==> src/rtl/change_dispenser.sv <==
// change_dispenser: breaks a change amount into 2-unit and 1-unit coins
// (2-unit preferred), pays them out one at a time over a req/ack hopper
// handshake and keeps the stock count of each denomination.
//
// Optional build macro: HOPPER_TIMEOUT_EN
//   When defined, a hopper that does not ack within TIMEOUT_CYC cycles
//   aborts the payout and raises a one-cycle hopper_fault pulse.
//
// Handshakes:
//   chg_valid/chg_ready : a request is taken on a rising edge where both
//                         are high; chg_amt is sampled at that edge.
//   coin_req/coin_ack   : coin_req stays high (coin_sel stable) until the
//                         edge where coin_ack is seen; coin_req then drops
//                         for at least one cycle before the next coin.
module change_dispenser #(
   parameter int unsigned AMT_W       = 3,
   parameter int unsigned CNT_W       = 4,
   parameter int unsigned INIT_CNT1   = 8,
   parameter int unsigned INIT_CNT2   = 8,
   parameter int unsigned TIMEOUT_CYC = 15
) (
   input  logic             clk,
   input  logic             rst,
   input  logic             chg_valid,
   input  logic [AMT_W-1:0] chg_amt,
   output logic             chg_ready,
   output logic             coin_req,
   output logic             coin_sel,
   input  logic             coin_ack,
   input  logic             refill,
   output logic             done,
   output logic             short,
   output logic [CNT_W-1:0] cnt1,
   output logic [CNT_W-1:0] cnt2
`ifdef HOPPER_TIMEOUT_EN
   ,
   output logic             hopper_fault
`endif
);

   // Wide enough for 2*cnt2 + cnt1 without overflow.
   localparam int unsigned SUM_W = ((CNT_W > AMT_W) ? CNT_W : AMT_W) + 2;

   typedef enum logic [1:0] {
      IDLE = 2'd0,
      SEL  = 2'd1,
      REQ  = 2'd2,
      DONE = 2'd3
   } state_t;

   state_t           state;
   state_t           state_nxt;
   logic [AMT_W-1:0] remaining;
   logic [AMT_W-1:0] remaining_nxt;
   logic [CNT_W-1:0] cnt1_nxt;
   logic [CNT_W-1:0] cnt2_nxt;
   logic             coin_sel_nxt;
   logic             short_nxt;
   logic             payable;
   logic [SUM_W-1:0] half_amt;
   logic [SUM_W-1:0] use2;
   logic [SUM_W-1:0] pay_cap;

`ifdef HOPPER_TIMEOUT_EN
   localparam int unsigned TMO_W = $clog2(TIMEOUT_CYC + 1);
   logic [TMO_W-1:0] tmo_cnt;
   logic             tmo_hit;
   logic             fault_nxt;
`endif

   // Moore outputs and the request-side ready.
   assign chg_ready = (state == IDLE) && !refill;
   assign coin_req  = (state == REQ);
   assign done      = (state == DONE);

   // Payability: use as many 2-unit coins as both stock and amount allow,
   // then the 1-unit stock must cover the rest.
   always_comb begin
      half_amt = SUM_W'(chg_amt >> 1);
      use2     = (SUM_W'(cnt2) < half_amt) ? SUM_W'(cnt2) : half_amt;
      pay_cap  = (use2 << 1) + SUM_W'(cnt1);
      payable  = (pay_cap >= SUM_W'(chg_amt));
   end

`ifdef HOPPER_TIMEOUT_EN
   // Timeout fires on the TIMEOUT_CYC-th REQ cycle that still has no ack.
   assign tmo_hit = (state == REQ) && !coin_ack &&
                    (tmo_cnt == TMO_W'(TIMEOUT_CYC - 1));
`endif

   // Next-state, datapath updates and pulse outputs.
   always_comb begin
      state_nxt     = state;
      remaining_nxt = remaining;
      cnt1_nxt      = cnt1;
      cnt2_nxt      = cnt2;
      coin_sel_nxt  = coin_sel;
      short_nxt     = 1'b0;
`ifdef HOPPER_TIMEOUT_EN
      fault_nxt     = 1'b0;
`endif
      case (state)
         IDLE: begin
            if (refill) begin
               cnt1_nxt = CNT_W'(INIT_CNT1);
               cnt2_nxt = CNT_W'(INIT_CNT2);
            end else if (chg_valid) begin
               if (chg_amt == '0) begin
                  state_nxt = DONE;
               end else if (!payable) begin
                  short_nxt = 1'b1;
               end else begin
                  remaining_nxt = chg_amt;
                  state_nxt     = SEL;
               end
            end
         end
         SEL: begin
            if (remaining == '0) begin
               state_nxt = DONE;
            end else begin
               // Fall back to 1-unit coins once 2-unit stock is empty.
               coin_sel_nxt = (remaining > AMT_W'(1)) && (cnt2 != '0);
               state_nxt    = REQ;
            end
         end
         REQ: begin
            if (coin_ack) begin
               if (coin_sel) begin
                  cnt2_nxt      = cnt2 - CNT_W'(1);
                  remaining_nxt = remaining - AMT_W'(2);
               end else begin
                  cnt1_nxt      = cnt1 - CNT_W'(1);
                  remaining_nxt = remaining - AMT_W'(1);
               end
               state_nxt = SEL;
            end
`ifdef HOPPER_TIMEOUT_EN
            else if (tmo_hit) begin
               // Abandon the rest of the payout; acked coins stay deducted.
               remaining_nxt = '0;
               fault_nxt     = 1'b1;
               state_nxt     = IDLE;
            end
`endif
         end
         DONE: begin
            state_nxt = IDLE;
         end
         default: begin
            state_nxt = IDLE;
         end
      endcase
   end

   // State, stock counters and registered outputs.
   always_ff @(posedge clk) begin
      if (rst) begin
         state     <= IDLE;
         remaining <= '0;
         coin_sel  <= 1'b0;
         short     <= 1'b0;
         cnt1      <= CNT_W'(INIT_CNT1);
         cnt2      <= CNT_W'(INIT_CNT2);
      end else begin
         state     <= state_nxt;
         remaining <= remaining_nxt;
         coin_sel  <= coin_sel_nxt;
         short     <= short_nxt;
         cnt1      <= cnt1_nxt;
         cnt2      <= cnt2_nxt;
      end
   end

`ifdef HOPPER_TIMEOUT_EN
   // Hopper wait counter: runs only while staying in REQ, plus fault pulse.
   always_ff @(posedge clk) begin
      if (rst) begin
         tmo_cnt      <= '0;
         hopper_fault <= 1'b0;
      end else begin
         hopper_fault <= fault_nxt;
         if ((state == REQ) && (state_nxt == REQ)) begin
            tmo_cnt <= tmo_cnt + TMO_W'(1);
         end else begin
            tmo_cnt <= '0;
         end
      end
   end
`endif

endmodule

==> config.mk <==
export PLATFORM = sky130hd
export DESIGN_NAME = change_dispenser
export DESIGN_NICKNAME = d
export VERILOG_FILES = /design/src/rtl/change_dispenser.sv
export SDC_FILE = /design/constraint.sdc
export NUM_CORES = 1
export LEC_CHECK = 0
export CAP_MARGIN = 5
export CORE_MARGIN = 2
export CORE_UTILIZATION = 25
export DETAILED_ROUTE_END_ITERATION = 10
export GPL_ROUTABILITY_DRIVEN = 0
export PLACE_DENSITY = 0.46
export SETUP_SLACK_MARGIN = 0.5
export SYNTH_ARGS = -nofsm -noshare
export SYNTH_HDL_FRONTEND = slang
export SYNTH_SLANG_ARGS = --single-unit
export TNS_END_PERCENT = 10
==> constraint.sdc <==
create_clock -name clk -period 6.3 [get_ports clk]
set_input_delay 0.945 -clock clk [delete_from_list [all_inputs] [get_ports clk]]
set_output_delay 0.945 -clock clk [all_outputs]
set_load 0.01 [all_outputs]
Word level (Yosys, flattened, before mapping)
Index checks and enable logic that the tools add are counted.

Register bits after elaboration: 15. Bits of input ports: 8. Output and inout port bits: 13. Logic and storage cells: 66.

$add $sub $neg: 5. $lt $le $gt $ge: 3. Equality and inequality tests: 12. Mux-type cells: 23. Bitwise operators: 3. Reductions and logical operators: 14.

Operator list (count): two-way mux 4 bit (6); two-way mux 3 bit (6); case mux 4 bit (2 select lines) (2); != test 2 bit (second input constant) (6); AND reduction 4 bit (3); two-way mux 2 bit (5); case mux 2 bit (4 select lines) (1); subtractor 4 x 1 -> 4 bit (second input constant) (2); adder 5 x 4 -> 6 bit (1); >= comparator 6 x 3 -> 1 bit (1); logical NOT 3 bit (2); case mux 3 bit (2 select lines) (1); AND reduction 6 bit (1); OR reduction 5 bit (1); equality test 2 bit (second input constant) (2); less-than comparator 4 x 2 -> 1 bit (1); != test 2 x 1 -> 1 bit (second input constant) (2); nonzero test 4 bit (1); > comparator 3 x 1 -> 1 bit (second input constant) (1); != test 3 x 2 -> 1 bit (second input constant) (1); NOT 1 bit (3); subtractor 3 x 1 -> 3 bit (second input constant) (1); subtractor 3 x 2 -> 3 bit (second input constant) (1); equality test 2 x 1 -> 1 bit (second input constant) (1); 6 further kinds (8).

Logic depth before layout (Yosys ltp)
Depth after elaboration: 9. Mapped depth: 16. Gate-level depth less buffers: 16.

Worst setup path before layout
OpenSTA, ideal clock, no wires.

Path kind: input -> register. From: input chg_amt[2]. To: register remaining[1]. Setup time: 0.085 ns. Arrival time: 3.368 ns. Required time: 6.215 ns. Path slack: 2.847 ns. Stages on the path: 14. Buffers on the path: 0. Cells stage by stage: inv_1 > ha_1 > o21ai_0 > and3b_1 > nand2_1 > o21ai_0 > ha_1 > inv_1 > fa_1 > inv_1 > ha_1 > a221oi_4 > or4_1 > o31ai_2.

Cells in the longest elaborated chain, start to end: 6. Elaborated cells between the ends (all ways): 8.

RTL lines: start, declared (line 25) `input logic [AMT_W-1:0] chg_amt,`; less-than comparator 4 x 2 -> 1 bit (line 80) `use2 = (SUM_W'(cnt2) < half_amt) ? SUM_W'(cnt2) : half_amt;`; two-way mux 4 bit (line 80); adder 5 x 4 -> 6 bit (line 81) `pay_cap = (use2 << 1) + SUM_W'(cnt1);`; >= comparator 6 x 3 -> 1 bit (line 82) `payable = (pay_cap >= SUM_W'(chg_amt));`; != test 2 bit (no source line); AND reduction 6 bit (no source line) *; end signal, assigned (line 167) `remaining <= remaining_nxt;`; end, declared (line 53) `logic [AMT_W-1:0] remaining;`.

Mark *: on every way between the ends. The rest lies on a longest branch, timed or not. A chain may end at the register's enable or synchronous reset.

Final worst setup path
Same ends and word-level chain as after synthesis.

==> impl_results.md <==
* Initial Utilization at 0.2609
* Post-route cell area at roughly 1400 um2
* Combinational fraction of design power at 0.382
* Critical path required time at between 6000 and 7000 ps
* Cts bufs inserted at 3
* Mapped Avg Cell Area at 8.542 um2
* Utilization after layout at 0.3250
* Post-CTS sizing at 0
* Async S/R FF share, synth at 0
* Relative slew margins at 0.6623
* Core outline area at ~4400 um2
* Psw at 115.8 uW
* H-Tree Depth at 1
* Synth top area share at 0.2643
* CP endpoint kind: flop
* Die area at around 5100 um2
* Share of cells above drive strength 1 at 0.07895
* Data arrival, critical path at 4110 ps
* Buffers and inverters on the worst path at 4
* Int Power at 211.2 uW
* Clk_lat worst skew at roughly 250 ps
* Drt pass-1 iters at 4
* CTS Hold Buffers Added at 0
* Max Cap Viol at 0
* P_leak at between 0.0005 and 0.0006 uW
* Critical path fanouts, max at 8
* Post-synth top area cell: dfxtp_1
* DRT antenna net count at 0
* DR WL/cell at 12.80 um
* Rows at 24
* Delay-heaviest family, CP: adder cells
* Initial antenna violation count at 0
* Gr usage total at 0.1128
* Final setup viols at 0
* Number of global-route vias before repair at about 1000
* CTS max path bufs at 2
* Ys flop type: dfxtp_1
* Setup tns final at 0 ps
* GRT overflow at 0
* Sequential share of power at 0.372
* Worst path cell trace: clkdlybuf4s50_1, inv_1, ha_1, o21ai_0, and3b_1, nand2_1, o21ai_0, ha_1, inv_1, fa_1, inv_1, ha_1, nor4_4, o21ai_2, a221oi_4, or4_1, o31ai_2
* Largest net degree at the start of global routing at 13
* Fmax at roughly 250 MHz
* CTS clock-pin slew for the worst setup and hold paths at 70 ps
* # port buffers at 20
* Status: finished, final reports clean
* Library cells used by synthesis at between 40 and 50
* # IOs at 21
* HP Class: reg -> reg
* Detailed Place HPWL at 2140 um
* P&R area growth vs syn at 24.56%
* Fin. Hold Viols at 0
* Synth Net Count at approximately 160
* Category of the worst setup path launch point: primary input
* Commonest cells in the synthesized netlist: 17 x nor2_1, 15 x dfxtp_1, 14 x inv_1, 13 x ha_1, 12 x a21oi_1
* VDD IR max at roughly 63 uV
* Setup CP Type: in -> reg
* Post-Route WL at ~2600 um
* Layout Nets at ~180
* Post-synth EDFFs at 0
* Period utilization at 0.6327
* Power per cell area at 231.1 nW/um2
* DRC Markers at 0
* Num Clock Sinks at 15
* Sw Ratio at 0.3541
* Clk pwr share at 0.246
* Post-CTS setup buffer count at 0
* Die width at 71.41 um
* Yosys warnings at 0
* Slew @ Worst Pin at 505.8 ps
* Main area contributors after synthesis: dfxtp_1 26%, ha_1 14%, nor2_1 5.6%, a21oi_1 5.3%, inv_1 4.6%
* Via/cell ratio at 4.711
* Yosys reg bits at 15
* Slew Viols, Final at 0
* First-pass GRT wire length at between 4000 and 5000 um
* Post-DP Area at between 1000 and 1500 um2
* CTS tree: done
* Post-synthesis sequential area ratio at 0.2643
* Count leader, synth: nor2_1
* Die H at about 71 um
* Critical Path Slowest Stage Cell: clkdlybuf4s50_1
* CTS Root Cell: clkbuf_8
* Clock skew at approximately 1.4 ps
* Synthesized instance count at between 100 and 150
* Post-Syn Area at ~1100 um2
* RSZ-0062 raised after global routing: false
* Vias at 961
* DRT iter0 DRCs at 36
* Fin crit period at 3986 ps
* Critical Path Max Stage Delay at between 500 and 600 ps
* Ant diodes at 0
[path summary, 6_finish.rpt]
check / endpoint / slack, ps / startpoint / depth (start not counted)
worst max-delay path: remaining[1] / 2310 / chg_amt[2] / 17
worst min-delay path: remaining[0] / 520 / remaining[0] / 2
worst max register to register: remaining[1] / 3150 / cnt2[1] / 15
worst min register to register: remaining[0] / 520 / remaining[0] / 2
[per-layer routing]
| metal | GRT usage | vias to the layer above | wire length [um] | part of all wire |
|---|---|---|---|---|
| met5 | 0 | - | 0 | 0 |
| met4 | 0.03145 | 0 | 13 | 0.0050 |
| met3 | 0.02110 | 2 | 109 | 0.042 |
| met2 | 0.1780 | 16 | 1193 | 0.46 |
| met1 | 0.1572 | 444 | 1295 | 0.50 |
| li1 | - | 499 | - | - |
[layout make-up]
class / count / area [um2]
Tap cell: 52 / 65.06
Sequential cell: 15 / 300.3
Inverter: 15 / 56.30
Multi-Input combinational cell: 98 / 747.0
Clock inverter: 1 / 5.005
Timing Repair Buffer: 20 / 200.2
Fill cell: 449 / 2939
Clock buffer: 3 / 41.29
[power groups by stage]
stage                     clock [uW]  sequential, uW  combinational (uW)
after floorplan                    0             118                93.4
after detailed placement           0             124                 126
after global placement             0             124                 125
final                           80.4             122                 125
after global routing            87.4             124                 143
after CTS                       83.0             122                 127
[worst min-delay path, cell delays in order, from the launching register on]
cell and delay (ps):
dfxtp_1 340, o31ai_1 70, a21oi_1 60
[kinds of logic after synthesis]
| family | after synthesis | share of synthesized area |
|---|---|---|
| mux | 4 | 0.03524 |
| fa+ha+maj | 14 | 0.1608 |
| flops | 15 | 0.2643 |
| compound gates | 32 | 0.2082 |
| simple gates | 41 | 0.2038 |
| buf+inv | 20 | 0.07819 |
| xor+xnor | 6 | 0.04626 |
| other cells | 1 | 0.003301 |
[layout by cell type, fill, tap and decap left out, types with 2 or more instances in the layout]
cell,count
clkbuf_8,3
clkdlybuf4s50_1,20
dfxtp_1,15
or3_1,2
a211o_1,3
xnor2_1,5
a21oi_1,12
nor2b_1,2
nand2_1,4
nor3_1,4
o21ai_1,2
nor2_1,17
inv_1,14
ha_1,13
nand2b_1,2
o21ai_0,3
mux2i_1,4
a21o_1,3
[state kept, by name, summed over array words and instances (netlist names)]
register,cells
cnt1,4
cnt2,4
coin_sel,1
remaining,3
short,1
state,2
[per-stage QoR]
step / hold slack [ps] / std cells / setup WS, ps / power [uW]
finish: 517.3 / 204 / 2314 / 327.0
global route: 541.2 / 204 / 2013 / 354.2
CTS: 517.4 / 204 / 2287 / 331.6
detailed placement: 505.1 / 200 / 2023 / 250.0
global placement: 505.5 / 200 / 2089 / 249.0
floorplan: 478.9 / 133 / 2847 / 211.7
Power figures use the tool's default switching activity.
